--- config.mk ---
export PLATFORM = sky130hd
export DESIGN_NAME = msdap_ctrl_multi_flat
export DESIGN_NICKNAME = d
export VERILOG_FILES = /design/src/rtl/msdap_ctrl_multi_if.sv /design/src/rtl/msdap_ctrl_multi.sv /design/src/flat_wrapper.sv
export SDC_FILE = /design/constraint.sdc
export NUM_CORES = 1
export LEC_CHECK = 0
export CELL_PAD_IN_SITES_DETAIL_PLACEMENT = 1
export CELL_PAD_IN_SITES_GLOBAL_PLACEMENT = 2
export CORE_MARGIN = 3
export CORE_UTILIZATION = 33
export DETAILED_ROUTE_END_ITERATION = 7
export PLACE_DENSITY = 0.76
export SYNTH_ARGS = -nofsm -noshare
export SYNTH_HDL_FRONTEND = slang
export SYNTH_SLANG_ARGS = --single-unit
export TNS_END_PERCENT = 10
--- constraint.sdc ---
create_clock -name Sclk -period 2.7 [get_ports Sclk]
set_clock_uncertainty 0.05 [all_clocks]
set_input_delay 0.405 -clock Sclk [delete_from_list [all_inputs] [get_ports Sclk]]
set_output_delay 0.405 -clock Sclk [all_outputs]
set_load 0.05 [all_outputs]
--- src/rtl/msdap_ctrl_multi_if.sv ---
// msdap_ctrl_multi_if: bundle between the serial-input side and the MSDAP main controller.
// master = serial-input/datapath side, slave = controller.
interface msdap_ctrl_multi_if #(
   parameter int NUM_CH      = 2,
   parameter int RJ_DEPTH    = 16,
   parameter int COEFF_DEPTH = 512,
   parameter int DATA_DEPTH  = 256
);
   localparam int RJ_AW = $clog2(RJ_DEPTH);
   localparam int CF_AW = $clog2(COEFF_DEPTH);
   localparam int DA_AW = $clog2(DATA_DEPTH);

   logic              Frame;
   logic              input_rdy;
   logic [NUM_CH-1:0] in_zero;
   logic              Flush;
   logic [NUM_CH-1:0] OutReady_ch;
   logic [RJ_AW-1:0]  rj_wr_addr;
   logic [CF_AW-1:0]  coeff_wr_addr;
   logic [DA_AW-1:0]  data_wr_addr;
   logic              rj_en;
   logic              coeff_en;
   logic              data_en;
   logic              Clear;
   logic              compute_enable;
   logic              sleep_flag;
   logic              InReady;
   logic              OutReady;
   logic [3:0]        state;
   logic [15:0]       sample_count;

   modport master (
      output Frame, input_rdy, in_zero, Flush, OutReady_ch,
      input  rj_wr_addr, coeff_wr_addr, data_wr_addr, rj_en, coeff_en, data_en,
             Clear, compute_enable, sleep_flag, InReady, OutReady, state, sample_count
   );

   modport slave (
      input  Frame, input_rdy, in_zero, Flush, OutReady_ch,
      output rj_wr_addr, coeff_wr_addr, data_wr_addr, rj_en, coeff_en, data_en,
             Clear, compute_enable, sleep_flag, InReady, OutReady, state, sample_count
   );
endinterface

--- src/rtl/msdap_ctrl_multi.sv ---
// msdap_ctrl_multi: loads rj/coeff tables, streams samples into a circular buffer, zero-run sleep, flush.
// Define MSDAP_SAMPLE_CNT_EN to build the saturating data-write counter on sample_count.
module msdap_ctrl_multi #(
   parameter int NUM_CH      = 2,
   parameter int RJ_DEPTH    = 16,
   parameter int COEFF_DEPTH = 512,
   parameter int DATA_DEPTH  = 256,
   parameter int ZERO_RUN    = 800
) (
   input logic               Sclk,
   input logic               Reset,
   msdap_ctrl_multi_if.slave bus
);
   localparam int RJ_AW = $clog2(RJ_DEPTH);
   localparam int CF_AW = $clog2(COEFF_DEPTH);
   localparam int DA_AW = $clog2(DATA_DEPTH);
   localparam int ZW    = $clog2(ZERO_RUN + 1);

   localparam logic [RJ_AW:0]  RJ_FULL = (RJ_AW + 1)'(RJ_DEPTH);
   localparam logic [CF_AW:0]  CF_FULL = (CF_AW + 1)'(COEFF_DEPTH);
   localparam logic [ZW-1:0]   ZR_MAX  = ZW'(ZERO_RUN);

   typedef enum logic [3:0] {
      ST_IDLE       = 4'd0,
      ST_WAIT_RJ    = 4'd1,
      ST_READ_RJ    = 4'd2,
      ST_WAIT_COEFF = 4'd3,
      ST_READ_COEFF = 4'd4,
      ST_WAIT_INPUT = 4'd5,
      ST_COMPUTE    = 4'd6,
      ST_SLEEP      = 4'd7,
      ST_FLUSH      = 4'd8
   } state_t;

   state_t                   state_r;
   state_t                   next_s;
   logic                     clear_r;
   logic                     in_ready_r;
   logic                     sleep_r;
   logic                     clear_s;
   logic                     in_ready_s;
   logic                     sleep_s;

   logic                     input_rdy_q;
   logic                     accept_s;
   logic                     all_sat_s;
   logic                     any_live_s;
   logic                     wr_rj_s;
   logic                     wr_coeff_s;
   logic                     wr_data_s;

   logic [RJ_AW:0]           rj_cnt_r;
   logic [CF_AW:0]           coeff_cnt_r;
   logic [DA_AW-1:0]         data_ptr_r;
   logic [RJ_AW-1:0]         rj_addr_r;
   logic [CF_AW-1:0]         coeff_addr_r;
   logic [DA_AW-1:0]         data_addr_r;
   logic                     rj_en_r;
   logic                     coeff_en_r;
   logic                     data_en_r;
   logic [NUM_CH-1:0][ZW-1:0] zrun_r;

   function automatic logic [ZW-1:0] zrun_step(input logic [ZW-1:0] cnt, input logic zero);
      if (!zero)
         return '0;
      else if (cnt == ZR_MAX)
         return cnt;
      else
         return cnt + ZW'(1);
   endfunction

   assign accept_s   = bus.input_rdy & ~input_rdy_q;
   assign any_live_s = ~(&bus.in_zero);

   // Sleep is only entered when every channel has already seen a full zero run.
   always_comb begin
      all_sat_s = 1'b1;
      for (int ch = 0; ch < NUM_CH; ch++)
         all_sat_s = all_sat_s & (zrun_r[ch] == ZR_MAX);
   end

   // State register; Moore outputs are registered from the next state.
   always_ff @(posedge Sclk or posedge Reset) begin
      if (Reset) begin
         state_r    <= ST_IDLE;
         clear_r    <= 1'b1;
         in_ready_r <= 1'b0;
         sleep_r    <= 1'b0;
      end else begin
         state_r    <= next_s;
         clear_r    <= clear_s;
         in_ready_r <= in_ready_s;
         sleep_r    <= sleep_s;
      end
   end

   // Next-state logic; Flush beats an accept in the same cycle.
   always_comb begin
      next_s = state_r;
      case (state_r)
         ST_IDLE:       next_s = ST_WAIT_RJ;
         ST_WAIT_RJ:    next_s = bus.Frame ? ST_READ_RJ : ST_WAIT_RJ;
         ST_READ_RJ:    next_s = (rj_cnt_r == RJ_FULL) ? ST_WAIT_COEFF : ST_READ_RJ;
         ST_WAIT_COEFF: next_s = bus.Frame ? ST_READ_COEFF : ST_WAIT_COEFF;
         ST_READ_COEFF: next_s = (coeff_cnt_r == CF_FULL) ? ST_WAIT_INPUT : ST_READ_COEFF;
         ST_WAIT_INPUT: begin
            if (bus.Flush)
               next_s = ST_FLUSH;
            else if (bus.Frame)
               next_s = ST_COMPUTE;
            else
               next_s = ST_WAIT_INPUT;
         end
         ST_COMPUTE: begin
            if (bus.Flush)
               next_s = ST_FLUSH;
            else if (accept_s && all_sat_s)
               next_s = ST_SLEEP;
            else
               next_s = ST_COMPUTE;
         end
         ST_SLEEP: begin
            if (bus.Flush)
               next_s = ST_FLUSH;
            else if (accept_s && any_live_s)
               next_s = ST_COMPUTE;
            else
               next_s = ST_SLEEP;
         end
         ST_FLUSH:      next_s = bus.Flush ? ST_FLUSH : ST_WAIT_INPUT;
         default:       next_s = ST_IDLE;
      endcase
   end

   // Output decode: write requests from the current state, Moore flags from the next state.
   always_comb begin
      wr_rj_s    = 1'b0;
      wr_coeff_s = 1'b0;
      wr_data_s  = 1'b0;
      case (state_r)
         ST_READ_RJ:    wr_rj_s    = accept_s & (rj_cnt_r != RJ_FULL);
         ST_READ_COEFF: wr_coeff_s = accept_s & (coeff_cnt_r != CF_FULL);
         ST_COMPUTE:    wr_data_s  = accept_s & ~bus.Flush & ~all_sat_s;
         ST_SLEEP:      wr_data_s  = accept_s & ~bus.Flush & any_live_s;
         default:       wr_data_s  = 1'b0;
      endcase
      clear_s    = (next_s == ST_IDLE) || (next_s == ST_FLUSH);
      in_ready_s = (next_s != ST_IDLE) && (next_s != ST_FLUSH);
      sleep_s    = (next_s == ST_SLEEP);
   end

   // Datapath: edge detect, load counters, write strobes/addresses, zero-run counters.
   always_ff @(posedge Sclk or posedge Reset) begin
      if (Reset) begin
         input_rdy_q  <= 1'b0;
         rj_cnt_r     <= '0;
         coeff_cnt_r  <= '0;
         data_ptr_r   <= '0;
         rj_addr_r    <= '0;
         coeff_addr_r <= '0;
         data_addr_r  <= '0;
         rj_en_r      <= 1'b0;
         coeff_en_r   <= 1'b0;
         data_en_r    <= 1'b0;
         zrun_r       <= '0;
      end else begin
         input_rdy_q <= bus.input_rdy;
         rj_en_r     <= wr_rj_s;
         coeff_en_r  <= wr_coeff_s;
         data_en_r   <= wr_data_s;

         if (state_r == ST_IDLE) begin
            rj_cnt_r    <= '0;
            coeff_cnt_r <= '0;
         end
         if (wr_rj_s) begin
            rj_addr_r <= rj_cnt_r[RJ_AW-1:0];
            rj_cnt_r  <= rj_cnt_r + (RJ_AW + 1)'(1);
         end
         if (wr_coeff_s) begin
            coeff_addr_r <= coeff_cnt_r[CF_AW-1:0];
            coeff_cnt_r  <= coeff_cnt_r + (CF_AW + 1)'(1);
         end
         if (next_s == ST_WAIT_INPUT) begin
            rj_addr_r    <= '0;
            coeff_addr_r <= '0;
         end

         if (next_s == ST_FLUSH) begin
            data_ptr_r  <= '0;
            data_addr_r <= '0;
         end else if (wr_data_s) begin
            data_addr_r <= data_ptr_r;
            data_ptr_r  <= data_ptr_r + DA_AW'(1);
         end

         if (next_s == ST_FLUSH || state_r == ST_IDLE) begin
            zrun_r <= '0;
         end else if (accept_s && state_r == ST_COMPUTE) begin
            for (int ch = 0; ch < NUM_CH; ch++)
               zrun_r[ch] <= zrun_step(zrun_r[ch], bus.in_zero[ch]);
         end else if (accept_s && state_r == ST_SLEEP && any_live_s) begin
            zrun_r <= '0;
         end
      end
   end

`ifdef MSDAP_SAMPLE_CNT_EN
   logic [15:0] sample_cnt_r;

   // Data-write counter, saturating; only the hard reset clears it.
   always_ff @(posedge Sclk or posedge Reset) begin
      if (Reset)
         sample_cnt_r <= 16'd0;
      else if (wr_data_s && (sample_cnt_r != 16'hFFFF))
         sample_cnt_r <= sample_cnt_r + 16'd1;
   end

   assign bus.sample_count = sample_cnt_r;
`else
   assign bus.sample_count = 16'd0;
`endif

   assign bus.rj_wr_addr     = rj_addr_r;
   assign bus.coeff_wr_addr  = coeff_addr_r;
   assign bus.data_wr_addr   = data_addr_r;
   assign bus.rj_en          = rj_en_r;
   assign bus.coeff_en       = coeff_en_r;
   assign bus.data_en        = data_en_r;
   assign bus.compute_enable = data_en_r;
   assign bus.Clear          = clear_r;
   assign bus.InReady        = in_ready_r;
   assign bus.sleep_flag     = sleep_r;
   assign bus.state          = state_r;
   assign bus.OutReady       = |bus.OutReady_ch;
endmodule

--- src/flat_wrapper.sv ---
// flat-port wrapper written by rule: the top's interface ports become plain ports
module msdap_ctrl_multi_flat 
#(
   parameter int NUM_CH      = 2,
   parameter int RJ_DEPTH    = 16,
   parameter int COEFF_DEPTH = 512,
   parameter int DATA_DEPTH  = 256,
   parameter int ZERO_RUN    = 800
)
  (Sclk, Reset, bus_Frame, bus_input_rdy, bus_in_zero, bus_Flush, bus_OutReady_ch, bus_rj_wr_addr, bus_coeff_wr_addr, bus_data_wr_addr, bus_rj_en, bus_coeff_en, bus_data_en, bus_Clear, bus_compute_enable, bus_sleep_flag, bus_InReady, bus_OutReady, bus_state, bus_sample_count);
  msdap_ctrl_multi_if #(.NUM_CH(NUM_CH), .RJ_DEPTH(RJ_DEPTH), .COEFF_DEPTH(COEFF_DEPTH), .DATA_DEPTH(DATA_DEPTH)) bus_i ();
  input logic Sclk;
  input logic Reset;
  input wire logic [$bits(bus_i.Frame)-1:0] bus_Frame;
  input wire logic [$bits(bus_i.input_rdy)-1:0] bus_input_rdy;
  input wire logic [$bits(bus_i.in_zero)-1:0] bus_in_zero;
  input wire logic [$bits(bus_i.Flush)-1:0] bus_Flush;
  input wire logic [$bits(bus_i.OutReady_ch)-1:0] bus_OutReady_ch;
  output wire logic [$bits(bus_i.rj_wr_addr)-1:0] bus_rj_wr_addr;
  output wire logic [$bits(bus_i.coeff_wr_addr)-1:0] bus_coeff_wr_addr;
  output wire logic [$bits(bus_i.data_wr_addr)-1:0] bus_data_wr_addr;
  output wire logic [$bits(bus_i.rj_en)-1:0] bus_rj_en;
  output wire logic [$bits(bus_i.coeff_en)-1:0] bus_coeff_en;
  output wire logic [$bits(bus_i.data_en)-1:0] bus_data_en;
  output wire logic [$bits(bus_i.Clear)-1:0] bus_Clear;
  output wire logic [$bits(bus_i.compute_enable)-1:0] bus_compute_enable;
  output wire logic [$bits(bus_i.sleep_flag)-1:0] bus_sleep_flag;
  output wire logic [$bits(bus_i.InReady)-1:0] bus_InReady;
  output wire logic [$bits(bus_i.OutReady)-1:0] bus_OutReady;
  output wire logic [$bits(bus_i.state)-1:0] bus_state;
  output wire logic [$bits(bus_i.sample_count)-1:0] bus_sample_count;
  assign bus_i.Frame = bus_Frame;
  assign bus_i.input_rdy = bus_input_rdy;
  assign bus_i.in_zero = bus_in_zero;
  assign bus_i.Flush = bus_Flush;
  assign bus_i.OutReady_ch = bus_OutReady_ch;
  assign bus_rj_wr_addr = bus_i.rj_wr_addr;
  assign bus_coeff_wr_addr = bus_i.coeff_wr_addr;
  assign bus_data_wr_addr = bus_i.data_wr_addr;
  assign bus_rj_en = bus_i.rj_en;
  assign bus_coeff_en = bus_i.coeff_en;
  assign bus_data_en = bus_i.data_en;
  assign bus_Clear = bus_i.Clear;
  assign bus_compute_enable = bus_i.compute_enable;
  assign bus_sleep_flag = bus_i.sleep_flag;
  assign bus_InReady = bus_i.InReady;
  assign bus_OutReady = bus_i.OutReady;
  assign bus_state = bus_i.state;
  assign bus_sample_count = bus_i.sample_count;
  msdap_ctrl_multi #(.NUM_CH(NUM_CH), .RJ_DEPTH(RJ_DEPTH), .COEFF_DEPTH(COEFF_DEPTH), .DATA_DEPTH(DATA_DEPTH), .ZERO_RUN(ZERO_RUN)) u_core (.Sclk(Sclk), .Reset(Reset), .bus(bus_i));
endmodule
==> summary.txt, run 1 <==
Run status
  – Status: finished, final reports clean

GRT
  – Vias in the first global route: 3266
  – Total GRT Usage: 15.6%
  – First-pass GRT wire length: 16400 µm
  – GR Overflow Total: 0
  – Pin count of the biggest net entering global routing: 76
  – Initial antenna violation count: 0

Logic synthesis
  – Distinct cell type count after synthesis: 51
  – Post-synthesis sequential area ratio: 48.8%
  – Mapped cell area: 3850 µm²
  – Post-synthesis mux area share: 0.260%
  – Synth Area in Simple Gates: 23.8%
  – Cell count after synthesis: 427
  – Async SR Flop Fraction: 100%
  – Combinational family with the most area after synthesis: simple AND/OR/NAND/NOR gates
  – Synth Area in XOR/XNOR: 2.50%
  – Yosys reg bits: 75
  – Synth Area in Compound Gates: 14.8%
  – Mean post-synth cell area: 9.02 µm²
  – Primary FF master, synth: dfrtp_1
  – Post-Synth Adder-Cell Area: 2.92%
  – Yosys warns: 0
  – Post-synth EDFFs: 0

Layout
  – Syn-to-layout area delta: 21.0%
  – Multi-input gate area: 1760 µm²
  – FF/Latch Area: 1880 µm²
  – # fillers: 1323
  – Non-filler cells, final: 616
  – ANT cells: 0
  – Final nets: 489
  – Share of cells above drive strength 1: 7.56%

Pwr
  – Sw Ratio: 38.6%
  – IR drop worst, VDD: 0.000448 V
  – Pint: 2.18 mW
  – Pwr/cell area: 762 nW/µm²
  – Clk pwr share: 31.7%
  – LEAKAGE: 1.99 nW
  – Part of the power in registers: 38.6%
  – Gate power share: 29.7%
  – Net Sw Power: 1.37 mW

Critical path
  – Critical Path RT: 2.25 ns
  – CP max-delay cell: clkdlybuf4s50_1
  – CP arrival: 1.95 ns
  – Critical path class: flip-flop to output port
  – Worst Setup End Kind: output port
  – Crit path max-delay family: buffers and inverters
  – CP Launch Type: flip-flop
  – Cell breakdown of the critical path: clkdlybuf4s50_1
  – Crit path buffers/inverters: 1
  – Maximum fanout along the worst path: 17
  – Max stage delay on crit path: 0.91 ns

Detailed routing
  – Drt first pass iters: 4
  – WL final: 9470 µm
  – Via density: 5.13
  – Total number of vias: 3161
  – Initial DRC count: 138
  – Wire per inst: 15.4 µm
  – DRC: 0
  – Final ANT Viol Nets: 0

Clock tree
  – Clk_lat worst skew: 0.34 ns
  – CTS Buf Count: 9
  – Post_cts resized: 0
  – CTS H-Tree Depth: 3
  – # hold bufs at CTS: 0
  – Clock transition at the registers of the reported paths: 0.06 ns
  – Post-CTS setup buffers: 0
  – Max Root-Sink Buffers: 2
  – TritonCTS clock tree: yes
  – CTS sink count: 75
  – Root Driver: clkbuf_16

Floorplan
  – Die area: 13000 µm²
  – Starting Density: 34.6%
  – Num ports: 58
  – Site Rows: 38
  – Die Ht: 114 µm
  – Core area: 11100 µm²
  – Die width: 114 µm

STA
  – Setup_tns: 0 ns
  – Max-slew headroom: 52.7%
  – RSZ-0062 raised after global routing: false
  – Tcrit/Tclk final: 88.9%
  – F_max: 0.416 GHz
  – Worst-margin pin slew: 0.705 ns
  – Final Hold Viols: 0
  – Final Max Tran Viols: 0
  – Fin crit period: 2.40 ns
  – Hold_ws: 0.418 ns
  – # setup viols final: 0

Placement
  – IO Port Bufs: 41
  – Post-Place Cells: 600
  – Gp weighted congestion: 0.753
  – HPWL after detailed placement: 6480 µm

Hold path
  – Worst min path class: input port to asynchronous set/reset pin

Run
  – Max-cap violations: 0
==> sequential cells by signal (all words and copies together), names as in the netlist, 4 cells and up <==
| name | cells |
|---|---|
| u_core.zrun_r | 20 |
| u_core.coeff_cnt_r | 10 |
| u_core.bus.rj_wr_addr | 4 |
| u_core.bus.coeff_wr_addr | 9 |
| u_core.bus.data_wr_addr | 8 |
| u_core.rj_cnt_r | 5 |
| u_core.bus.state | 4 |
| u_core.data_ptr_r | 8 |
==> cells in the final DEF, fill, tap and decap left out, drive strengths merged, types with 2 or more instances in the layout <==
| master | Yosys | routed |
|---|---|---|
| nand3b | 5 | 5 |
| or3 | 2 | 2 |
| ha | 9 | 9 |
| and4bb | 2 | 2 |
| dfrtp | 74 | 74 |
| xnor2 | 9 | 9 |
| o21ai | 34 | 34 |
| a311oi | 8 | 8 |
| nor4 | 6 | 6 |
| a211oi | 2 | 2 |
| inv | 14 | 14 |
| nor2 | 36 | 36 |
| a41oi | 3 | 3 |
| nor3b | 2 | 2 |
| nand2 | 68 | 68 |
| o31ai | 4 | 4 |
| a21oi | 35 | 35 |
| buf | 30 | 11 |
| clkinv | 1 | 4 |
| or2 | 3 | 3 |
| clkbuf | 4 | 10 |
| nand3 | 15 | 15 |
| nand2b | 10 | 10 |
| conb | 1 | 16 |
| and3 | 13 | 13 |
| nand4 | 6 | 6 |
| nor2b | 2 | 2 |
| clkdlybuf4s50 | 0 | 41 |
| a22oi | 2 | 2 |
| nor3 | 11 | 11 |
| xor2 | 2 | 2 |
| clkinvlp | 0 | 3 |
==> kinds of logic (layout without fill, tap and decap cells) <==
logic type                 Yosys count  in the layout
adders and majority gates            9              9
muxes                                1              1
other                                1             16
DFF                                 75             75
xor gates and xnor gates            11             11
and+or+nand+nor                    187            187
AOI/OAI and AO/OA                   94             94
buffers and inverters               49             83
==> worst paths after layout <==
check | end | from | depth (start not counted) | slack, ns
setup / recovery | bus_state[0] | u_core.bus.state[0] | 1 | 0.30
hold / removal | u_core.bus.data_wr_addr[6] | Reset | 3 | 0.42
setup reg to reg | u_core.zrun_r[12] | u_core.zrun_r[17] | 5 | 0.55
hold reg to reg | u_core.zrun_r[19] | u_core.zrun_r[19] | 1 | 0.42
max in group asynchronous | u_core.bus.Clear | Reset | 3 | 1.82
min in group Sclk | u_core.zrun_r[19] | u_core.zrun_r[19] | 1 | 0.42
==> synth_stat cells, types with 10 or more instances <==
library cell	number	area share (%)
nand3_1	15	1.9
dfrtp_1	74	48
and3_1	13	2.1
nor2_1	36	3.5
a21oi_1	35	4.5
buf_4	17	3.3
nor3_1	11	1.4
o21ai_1	11	1.4
o21ai_0	23	3.0
nand2_1	68	6.6
inv_1	14	1.4
buf_2	12	1.6
nand2b_1	10	1.6
==> layout make-up <==
class / count / area share [%]
Tap cell: 140 / 3.76
Clock buffer: 10 / 5.13
Clock inverter: 6 / 0.886
Timing Repair Buffer: 52 / 10.8
Inverter: 15 / 1.21
Sequential cell: 75 / 40.3
Multi-Input combinational cell: 318 / 37.9
==> routing by layer <==
layer  GRT usage [%]  share of wire (%)  up-vias
met4            6.65                1.9        0
li1                -                  -     1551
met2            24.7                 46       46
met1            20.8                 48     1552
met3            3.24                3.4       12
met5               0                  0        -
==> power groups by stage <==
stage	combinational, mW	sequential (mW)	clock (mW)
after CTS	1.07	1.37	1.17
after global routing	1.15	1.40	1.22
after floorplan	0.574	1.53	0
after detailed placement	1.06	1.39	0
after global placement	1.05	1.39	0
final	1.05	1.37	1.13
==> per-stage QoR <==
step	worst slack [ns]	cell area (µm²)	util, %	total power, mW
after floorplan	0.337	3910	-	2.10
after global routing	0.211	4660	41.9	3.77
after global placement	0.271	4380	39.4	2.45
after CTS	0.274	4660	41.9	3.61
after detailed placement	0.233	4380	39.4	2.45
final	0.299	4660	41.9	3.55
==> worst register-to-register path: stages, from the launching register on <==
cell and delay [ns]:
dfrtp_1 0.41, and4bb_2 0.31, nand4_1 0.25, o21ai_1 0.66, nor2_1 0.11, a211oi_1 0.27
Note: power is estimated with default switching activity, not from simulation.
==> run 2: changes to the inputs <==
ABC_AREA = 1   (was unset)
CORE_ASPECT_RATIO = 1.75   (was unset)
CORE_UTILIZATION = 32   (was 33)
PLACE_DENSITY = 0.77   (was 0.76)
==> run 2 against run 1 <==
Compared with the run above:
- design area rose by 7.7%
- power rose by 4.1%
- worst hold slack got worse by 0.013 ns
- largest power group is now clock
- sequential cell count did not move
- sequential power fell by 6%
- utilization fell by 1.9 points
- die area rose by 11%
- first-iteration DRC count fell by 12%
- combinational power barely moved
- sequential share of layout area fell by 2.9 points
- worst setup slack improved by 0.16 ns
- highest routed layer unchanged
==> summary.txt, run 2 <==
GRT
  – GR Overflow Total: 0 (unchanged)
  – M2 GR Usage: 28.9% (+4.2 points)
  – Vias in the first global route: 3860 (+18%)
  – Total GRT Usage: 15.6% (-0.042 points)
  – Initial antenna violation count: 0 (unchanged)
  – Grt met3 use: 3.37% (+0.13 points)
  – Most Crowded Layer GR: met2
  – Pin count of the biggest net entering global routing: 76 (unchanged)
  – GR Util met1: 17.0% (-3.8 points)
  – First-pass GRT wire length: 18200 µm (+11%)

Clock tree
  – CTS Buf Count: 9 (unchanged)
  – Clk_lat worst skew: 0.34 ns (about the same)
  – Max Root-Sink Buffers: 2 (unchanged)
  – Post_cts resized: 0 (unchanged)
  – Root Driver: clkbuf_16
  – CTS sink count: 75 (unchanged)
  – Clock transition at the registers of the reported paths: 0.06 ns (about the same)
  – TritonCTS clock tree: yes
  – # hold bufs at CTS: 0 (unchanged)
  – CTS H-Tree Depth: 3 (unchanged)
  – Post-CTS setup buffers: 0 (unchanged)

Critical path
  – R2R Path Start: u_core.bus.state[3]
  – Worst r2r path cells: 10 (+5)
  – Maximum fanout along the worst path: 1 (-16)
  – Worst Setup SP: bus_OutReady_ch[1]
  – Worst setup path end: bus_OutReady
  – Critical Path RT: 2.25 ns (about the same)
  – Worst Setup End Kind: output port
  – Flop2flop setup slack: 0.68 ns (+0.13 ns)
  – CP arrival: 1.79 ns (-0.16 ns)
  – Critical path class: input port to output port
  – R2R Path End: u_core.bus.rj_wr_addr[0]
  – CP Launch Type: input port

Detailed routing
  – Drt first pass iters: 4 (unchanged)
  – Total number of vias: 3579 (+13%)
  – Via density: 4.72 (-8.0%)
  – Initial DRC count: 122 (-12%)
  – Wire per inst: 14.0 µm (-9.0%)
  – WL final: 10600 µm (+12%)
  – DRC: 0 (unchanged)
  – Final ANT Viol Nets: 0 (unchanged)

Floorplan
  – Die width: 91.9 µm (-19%)
  – Site Rows: 54 (+42%)
  – Starting Density: 32.9% (-1.7 points)
  – Die area: 14400 µm² (+11%)
  – Num ports: 58 (unchanged)
  – Core area: 12600 µm² (+13%)
  – Die Ht: 156 µm (+37%)

Placement
  – HPWL after detailed placement: 7770 µm (+20%)
  – IO Port Bufs: 41 (unchanged)
  – Gp weighted congestion: 0.776 (+3.1%)
  – Pre-CTS WS: 0.321 ns (+0.0881 ns)

Logic synthesis
  – Distinct cell type count after synthesis: 37 (-27%)
  – Cell count after synthesis: 538 (+26%)
  – Post-synthesis sequential area ratio: 45.5% (-3.3 points)
  – Yosys reg bits: 75 (unchanged)
  – Mapped cell area: 4130 µm² (+7.3%)
  – Post-synth EDFFs: 0 (unchanged)
  – Most frequent cells after synthesis: nand2_1 (149), dfrtp_1 (74), inv_1 (64)
  – Mean post-synth cell area: 7.68 µm² (-15%)
  – Yosys warns: 0 (unchanged)
  – Most common cell in the netlist: nand2_1
  – Post-synth top area share: 44.8% (-3.3 points)
  – Async SR Flop Fraction: 100% (unchanged)
  – Primary FF master, synth: dfrtp_1
  – Synth top area cells: dfrtp_1 (45%), nand2_1 (14%), nand3_1 (6.5%)
  – Yosys top cell by area: dfrtp_1

Layout
  – Final nets: 603 (+23%)
  – Share of cells above drive strength 1: 7.63% (+0.064 points)
  – Largest Register: u_core.zrun_r
  – Most common cell after layout, fill and taps aside: nand2_1
  – Largest register FFs: 20 (unchanged)
  – Syn-to-layout area delta: 21.5%
  – ANT cells: 0 (unchanged)
  – Final Util: 39.9% (-1.9 points)
  – Most frequent cells in the layout: nand2_1 (149), dfrtp_1 (74), inv_1 (63), nand3_1 (54), nor2_1 (45)

STA
  – Final Max Tran Viols: 0 (unchanged)
  – Worst setup margin: 0.458 ns (+0.159 ns)
  – RSZ-0062 raised after global routing: false
  – # setup viols final: 0 (unchanged)
  – Final Hold Viols: 0 (unchanged)
  – Worst-margin pin slew: 0.532 ns (-0.173 ns)
  – Fin crit period: 2.24 ns (-0.159 ns)
  – Hold_ws: 0.404 ns (-0.0134 ns)
  – Setup_tns: 0 ns (unchanged)
  – F_max: 0.446 GHz (+7.1%)
  – Tcrit/Tclk final: 83.0% (-5.9 points)
  – Max-slew headroom: 64.4% (+12 points)

Pwr
  – Pwr/cell area: 737 nW/µm² (-3.4%)
  – LEAKAGE: 2.44 nW (+22%)
  – Tot Pwr: 3.70 mW (+4.1%)
  – IR drop worst, VDD: 0.000327 V (-27%)

Run status
  – Status: finished, final reports clean

Hold path
  – Worst min path class: input port to asynchronous set/reset pin

Run
  – Max-cap violations: 0 (unchanged)
-- run 2: logic make-up after synthesis --
logic type      Yosys count  share of synthesized area (%)
compound gates           65                           8.54
xor+xnor                 10                           2.12
fa+ha+maj                 9                           2.73
buf+inv                  96                           10.7
flops                    75                           45.5
other cells               1                         0.0908
simple gates            282                           30.4
-- run 2: how the worst min path moves through the flow --
stage                                       to
global placement    u_core.bus.data_wr_addr[3]
detailed placement  u_core.bus.data_wr_addr[2]
global route                u_core.bus.InReady
finish                      u_core.bus.InReady
floorplan                   u_core.input_rdy_q
CTS                         u_core.bus.InReady
-- run 2: metrics by stage --
stage / instance area [µm²] / std cells
after floorplan: 4190 / 553
after global placement: 4680 / 742
after detailed placement: 4680 / 742
after CTS: 5020 / 758
after global routing: 5020 / 758
final: 5020 / 758
-- run 2: layout make-up --
class / count / area [µm²]
clock buffers: 11 / 253
clock inverters: 5 / 83.8
fillers: 1582 / 7550
inverters: 71 / 267
multi-input cells: 382 / 1870
flip-flops and latches: 75 / 1880
well taps: 168 / 210
repair buffers: 46 / 460
-- run 2: worst max-delay path, cell delays in order --
cell	delay [ns]
clkdlybuf4s50_1	0.39
or2_2	0.29
clkdlybuf4s50_1	0.70
-- run 2: power breakdown --
part	switching [mW]	internal (mW)
clock network	0.487	0.863
registers	0.0773	1.22
logic	0.788	0.268
total	1.35	2.35
-- run 2: layer usage --
layer / vias up / routed length (µm)
li1: 1783 / -
met1: 1740 / 4390
met2: 42 / 5710
met3: 14 / 299
met4: 0 / 206
met5: - / 0
